## src/rtl/counter_ramp_ctrl_pkg.sv

```systemverilog
// Shared definitions for the ramp controller and the up/down counter it drives.
package counter_ramp_ctrl_pkg;

  typedef enum logic [2:0] {
    ST_IDLE,
    ST_CHECK,
    ST_STEP,
    ST_WAIT,
    ST_DONE
  } state_e;

  localparam logic DIR_UP = 1'b1;
  localparam logic DIR_DN = 1'b0;

endpackage

```

## src/rtl/counter_ramp_ctrl_prescaler.sv

```systemverilog
// Loadable down-counter with zero flag; paces rate-controlled sequencers.
module ramp_prescaler #(
  parameter int RATE_W = 4
) (
  input  logic              clk,
  input  logic              rst,
  input  logic              i_load,
  input  logic [RATE_W-1:0] i_value,
  output logic              o_zero
);

  logic [RATE_W-1:0] r_cnt;

  always_ff @(posedge clk or posedge rst) begin
    if (rst) begin
      r_cnt <= '0;
    end else if (i_load) begin
      r_cnt <= i_value;
    end else if (r_cnt != '0) begin
      r_cnt <= r_cnt - 1'b1;
    end
  end

  assign o_zero = (r_cnt == '0);

endmodule

```

## src/rtl/counter_ramp_ctrl.sv

```systemverilog
// Steps an up/down counter from its present value to a commanded target at a
// programmable rate, reporting done, stall or abort to the command issuer.
module counter_ramp_ctrl
  import counter_ramp_ctrl_pkg::*;
#(
  parameter int WIDTH     = 8,
  parameter int RATE_W    = 4,
  parameter int STALL_MAX = 3
) (
  input  logic              clk,
  input  logic              rst,
  input  logic              cmd_valid,
  output logic              cmd_ready,
  input  logic [WIDTH-1:0]  cmd_target,
  input  logic [RATE_W-1:0] cmd_rate,
  input  logic              abort,
  input  logic [WIDTH-1:0]  cnt_in,
  output logic              cnt_en,
  output logic              cnt_up,
  output logic              busy,
  output logic              done,
  output logic              stall_err,
  output logic              aborted
);

  localparam int SC_W = $clog2(STALL_MAX + 1);

  state_e            r_state, w_next;
  logic [WIDTH-1:0]  r_target, r_last;
  logic [RATE_W-1:0] r_rate;
  logic              r_dir, w_dir_next;
  logic [SC_W-1:0]   r_stall_cnt, w_stall_next, w_stall_eval;
  logic              r_done, r_stall_err, r_aborted;
  logic              w_done_set, w_stall_set, w_abort_set;
  logic              w_accept, w_pre_load, w_pre_zero;
  logic              w_cmp_eq, w_cmp_dir;

  ramp_prescaler #(.RATE_W(RATE_W)) u_prescaler (
    .clk     (clk),
    .rst     (rst),
    .i_load  (w_pre_load),
    .i_value (r_rate),
    .o_zero  (w_pre_zero)
  );

  assign w_cmp_eq     = (cnt_in == r_target);
  assign w_cmp_dir    = (cnt_in < r_target) ? DIR_UP : DIR_DN;
  assign w_stall_eval = (cnt_in == r_last) ? r_stall_cnt + 1'b1 : '0;

  // The last WAIT cycle makes the CHECK decision itself, so that a step
  // interval is rate+2 cycles while the counter still gets a settle cycle.
  always_comb begin
    w_next       = r_state;
    w_dir_next   = r_dir;
    w_stall_next = r_stall_cnt;
    w_stall_set  = 1'b0;
    w_abort_set  = 1'b0;
    w_accept     = 1'b0;
    w_pre_load   = 1'b0;
    case (r_state)
      ST_IDLE: begin
        if (cmd_valid) begin
          w_accept     = 1'b1;
          w_stall_next = '0;
          w_next       = ST_CHECK;
        end
      end
      ST_CHECK: begin
        if (w_cmp_eq) begin
          w_next = ST_DONE;
        end else begin
          w_dir_next = w_cmp_dir;
          w_next     = ST_STEP;
        end
      end
      ST_STEP: begin
        w_pre_load = 1'b1;
        w_next     = ST_WAIT;
      end
      ST_WAIT: begin
        if (w_pre_zero) begin
          w_stall_next = w_stall_eval;
          if (w_stall_eval == SC_W'(STALL_MAX)) begin
            w_stall_set = 1'b1;
            w_next      = ST_IDLE;
          end else if (w_cmp_eq) begin
            w_next = ST_DONE;
          end else begin
            w_dir_next = w_cmp_dir;
            w_next     = ST_STEP;
          end
        end
      end
      ST_DONE: w_next = ST_IDLE;
      default: w_next = ST_IDLE;
    endcase
    if (abort && (r_state != ST_IDLE)) begin
      w_next      = ST_IDLE;
      w_abort_set = 1'b1;
      w_stall_set = 1'b0;
    end
  end

  assign w_done_set = (w_next == ST_DONE);

  always_ff @(posedge clk or posedge rst) begin
    if (rst) begin
      r_state     <= ST_IDLE;
      r_target    <= '0;
      r_rate      <= '0;
      r_dir       <= 1'b0;
      r_last      <= '0;
      r_stall_cnt <= '0;
      r_done      <= 1'b0;
      r_stall_err <= 1'b0;
      r_aborted   <= 1'b0;
    end else begin
      r_state     <= w_next;
      r_dir       <= w_dir_next;
      r_stall_cnt <= w_stall_next;
      r_done      <= w_done_set;
      r_stall_err <= w_stall_set;
      r_aborted   <= w_abort_set;
      if (w_accept) begin
        r_target <= cmd_target;
        r_rate   <= cmd_rate;
      end
      if (r_state == ST_STEP) begin
        r_last <= cnt_in;
      end
    end
  end

  assign cmd_ready = (r_state == ST_IDLE);
  assign busy      = (r_state != ST_IDLE);
  assign cnt_en    = (r_state == ST_STEP) & ~abort;
  assign cnt_up    = r_dir;
  assign done      = r_done;
  assign stall_err = r_stall_err;
  assign aborted   = r_aborted;

endmodule

```

## config.mk

```make
export PLATFORM = sky130hd
export DESIGN_NAME = counter_ramp_ctrl
export DESIGN_NICKNAME = d
export VERILOG_FILES = /design/src/rtl/counter_ramp_ctrl_pkg.sv /design/src/rtl/counter_ramp_ctrl_prescaler.sv /design/src/rtl/counter_ramp_ctrl.sv
export SDC_FILE = /design/constraint.sdc
export NUM_CORES = 1
export LEC_CHECK = 0
export BUFFER_PORTS_ARGS = -buffer_cell sky130_fd_sc_hd__buf_2
export CAP_MARGIN = 40
export CELL_PAD_IN_SITES_DETAIL_PLACEMENT = 1
export CELL_PAD_IN_SITES_GLOBAL_PLACEMENT = 2
export CORE_MARGIN = 2
export CORE_UTILIZATION = 34
export CTS_BUF_LIST = sky130_fd_sc_hd__clkbuf_8 sky130_fd_sc_hd__clkbuf_16
export CTS_CLUSTER_SIZE = 16
export DETAILED_ROUTE_END_ITERATION = 16
export PLACE_DENSITY_LB_ADDON = 0.1
export SETUP_SLACK_MARGIN = 0.1
export SYNTH_ARGS = -nofsm -noshare
export SYNTH_HDL_FRONTEND = slang
export SYNTH_SLANG_ARGS = --single-unit
```

## constraint.sdc

```tcl
create_clock -name clk -period 2.4 [get_ports clk]
set_input_delay 0.12 -clock clk [delete_from_list [all_inputs] [get_ports clk]]
set_output_delay 0.12 -clock clk [all_outputs]
set_load 0.01 [all_outputs]
```

==> impl.org <==
** Outcome
- Run status :: finished, final reports clean

** Power
- Design internal power :: 1.43 mW
- In this run the static leakage power is 1.01 nW.
- Switching power share of the total :: 0.385
- The share of total power dissipated in sequential elements is 0.400.
- Total Power Consumption :: 2.33 mW
- Net switching power :: 0.898 mW
- Total power divided by cell area :: 1150 nW/um^2
- Maximum vdd ir drop :: 0.341 mV
- Share of power burned in the clock network :: 0.166
- The share of total power dissipated in combinational logic is 0.434.

** Global routing
- Antenna violations before repair :: 0
- For this run, the total global-route usage over all layers was measured as 0.158.
- Pin count of the biggest net entering global routing :: 34
- The first global-routing pass estimated 6400 microns of wire.
- Vias in the first global route :: 1378
- The total overflow left after global routing is 0.

** STA
- Achievable Freq :: 534 MHz
- Total negative setup slack :: 0 ns
- Slew of the pin with the lowest slew margin :: 0.709 ns
- Setup repair after global routing left no endpoint under its margin.
- Final Max Tran Viols :: 0
- Setup violations remaining at the end of the flow were counted as 0.
- Clock Skew :: 0.00398 ns
- Hold timing on the final database bottoms out at a slack of 0.0466 ns.
- Minimum clock period :: 1.87 ns
- Measured against its own limit, the worst slew margin works out to 0.527.
- Final period util :: 0.781
- The final hold violation count is 0.

** Logic synthesis
- Leading cell types by total area after synthesis :: sky130_fd_sc_hd__dfrtp_1 49%, sky130_fd_sc_hd__nand2_1 7.7%, sky130_fd_sc_hd__ha_1 6.6%
- Number of distinct library cells after synthesis :: 35
- The mapped netlist covers 1700 sq um.
- Share of the synthesized area in the top cell type :: 0.486
- Post-Syn Area per Cell :: 9.81 sq um
- YS warnings :: 0
- After synthesis, the share of flip-flops with an asynchronous set or reset is 1.00.
- The synthesized design contains 0 enable-type register cells.
- The number of nets in the synthesized netlist is 206.
- Yosys top cell by area :: sky130_fd_sc_hd__dfrtp_1
- Among all flip-flop cells after synthesis, the most frequent one is sky130_fd_sc_hd__dfrtp_1.
- Top cells by instance count after synthesis :: 35 x sky130_fd_sc_hd__nand2_1, 33 x sky130_fd_sc_hd__dfrtp_1, 12 x sky130_fd_sc_hd__inv_1, 10 x sky130_fd_sc_hd__o21ai_0
- Synthesized instance count :: 173
- Flops & latches, synth :: 33
- Sequential cell area fraction in the yosys report :: 0.486
- By instance count, the leading cell after synthesis is sky130_fd_sc_hd__nand2_1.

** Worst hold path
- HP Class :: input pin to flop

** Placement
- Routability cong. :: 0.730
- Port buffering added 30 buffers.
- Counting tap cells, the placed design contains a total of 269 instances.
- HPWL reported at the end of detailed placement :: 2840 microns

** Floorplanning
- The floorplan step set the die width to 74.7 microns.
- Die ar. :: 5570 sq um
- During I/O placement, the number of pins put on the boundary was 31.
- The total area inside the core boundary comes to 4750 sq um.
- For this configuration, the core starts out at a cell density of 0.357.
- DIE HEIGHT :: 74.7 microns
- The initialized floorplan defines 25 standard-cell rows.

** Route
- Vias per inst :: 4.69
- After detailed routing, the number of remaining DRC violations is 0.
- Number of antenna-violating nets in the routed design :: 0
- In the final routed layout, each cell accounts on average for 13.5 microns.
- The first TritonRoute pass finished after 3 iterations.
- The detailed router finished its first iteration with 37 violations.
- Summed over all layers, the routed wires come to 3740 microns.
- The routed layout has 1303 vias.

** Layout
- Counting the fill cells in the layout gives 572.
- Non-filler cells in the finished layout :: 278
- Of the cells placed in the final design, the portion with a size suffix greater than 1 is 0.251.
- From synthesis to final layout, the design area changed by 19.6%.
- Antenna cells :: 0
- The net count of the finished layout is 243.

** Setup path
- On the critical path the largest part of the delay comes from simple AND/OR/NAND/NOR gates.
- Cells traversed along the worst timing path :: inv_1, ha_1, nor3b_4, and3_2, o21a_1, o31ai_2, mux2_1
- The critical path is of the flop to flop type.
- The worst register-to-register path ends at cnt_up.
- Data on the critical path arrives at its endpoint at 2.03 ns.
- Internal reg-to-reg setup slack :: 0.53 ns
- The number of buffers and inverters on the critical path is 1.
- Stages on worst setup path :: 7
- The startpoint identified for the worst register-to-register timing path is u_prescaler.r_cnt[0].
- The most critical setup path has its endpoint at cnt_up.
- STA puts the critical path data required time at 2.56 ns.
- The critical path starts at u_prescaler.r_cnt[0].
- Worst Setup End Kind :: flop
- Cells on worst reg2reg path :: 7
- STA classifies the critical path startpoint as a flop.
- Biggest fanout along the worst timing path :: 5
- On the worst path, the slowest cell contributes a delay of 0.37 ns.
- On the critical path, the stage with the largest delay is an instance of sky130_fd_sc_hd__dfrtp_1.

** Clocking
- TritonCTS built the clock tree.
- CTS Root Buffer Type :: sky130_fd_sc_hd__clkbuf_8
- The H-tree generated during clock tree synthesis spans 2 levels.
- Sinks on the clock net :: 33
- Clock latency reported for the late side of the worst-skew pair :: 0.28 ns
- TritonCTS Buffers :: 5
- Clk pin slew, worst setup/hold paths :: 0.07 ns
- Once the clock tree was built, the setup fixing pass inserted 0 buffers.
- The longest clock path from root to sink contains 2 buffers.

** Flow run
- The tool flagged a number of max-cap violations equal to 0.
-- worst min-delay path, stage by stage --
cell                      delay [ns]
sky130_fd_sc_hd__buf_2          0.08
sky130_fd_sc_hd__nand2_1        0.04
sky130_fd_sc_hd__o21ai_0        0.06
-- through the flow --
stage	worst slack [ns]	utilization	instance area, sq um
after detailed placement	0.508	0.408	1940
after global routing	0.330	0.427	2030
final	0.527	0.427	2030
after CTS	0.497	0.427	2030
after floorplan	0.677	-	1700
after global placement	0.593	0.408	1940
-- cell type report --
type / count / area, sq um / area share
clock inverter: 3 / 11.3 / 0.00555
tap: 67 / 83.8 / 0.0413
multi-input combinational: 123 / 806 / 0.397
timing repair buffer: 35 / 190 / 0.0937
inverter: 12 / 45.0 / 0.0222
sequential: 33 / 826 / 0.407
clock buffer: 5 / 68.8 / 0.0339
-- flip-flops by register name, summed over array words and instances (netlist names) --
| register | count |
|---|---|
| cnt_up | 1 |
| done | 1 |
| r_rate | 4 |
| r_target | 8 |
| r_stall_cnt | 2 |
| r_state | 3 |
| aborted | 1 |
| u_prescaler.r_cnt | 4 |
| r_last | 8 |
| stall_err | 1 |
-- logic make-up after synthesis --
kind of cell | count (synthesis) | share of synthesized area
simple gates | 70 | 0.215
flops | 33 | 0.486
xor+xnor | 9 | 0.0464
fa+ha+maj | 9 | 0.0663
buf+inv | 17 | 0.0391
mux | 8 | 0.0531
compound gates | 27 | 0.0936
-- repair_timing --
item / in CTS / in global routing
endpoints found under the setup margin: 0 / 0
resized for setup: 0 / 0
hold endpoints to repair: 33 / 0
hold buffers: 1 / 0
-- power groups by stage --
stage	Sequential [mW]	Clock (mW)	Combinational, mW
5_1_grt	0.969	0.433	1.18
3_5_place_dp	0.946	0	1.03
2_1_floorplan	0.918	0	0.765
3_3_place_gp	0.932	0	0.988
4_1_cts	0.935	0.408	1.04
6_report	0.932	0.388	1.01
-- layout by cell type (no fill, tap or decap), drive strengths merged --
cell         count
a211oi           1
a21o             3
a21oi            9
a31oi            1
and2             1
and2b            1
and3             1
buf             34
clkbuf           5
dfrtp           33
dlygate4sd3      1
ha               9
inv             15
mux2             8
nand2           35
nand2b           3
nand3            2
nand4            4
nor2             8
nor2b            4
nor3             4
nor3b            3
nor4             1
o211ai           1
o21a             1
o21ai           10
o31ai            1
or2              2
or3              1
xnor2            1
xor2             8
-- how the worst min path moves through the flow --
stage | start | endpoint | cells after the start
2_1_floorplan | cnt_in[1] | r_last[1] | 2
6_report | cmd_target[1] | r_target[1] | 3
4_1_cts | cmd_target[6] | r_target[6] | 3
3_3_place_gp | rst | r_target[1] | 3
5_1_grt | cmd_target[6] | r_target[6] | 3
3_5_place_dp | rst | r_target[3] | 3
-- metal layers --
| layer | vias up | GRT usage | share of wire |
|---|---|---|---|
| met2 | 23 | 0.261 | 0.49 |
| li1 | 647 | - | - |
| met3 | 6 | 0.0402 | 0.037 |
| met1 | 627 | 0.197 | 0.46 |
| met4 | 0 | 0.0655 | 0.018 |
| met5 | - | 0 | 0 |
Note: power is estimated with default switching activity, not from simulation.
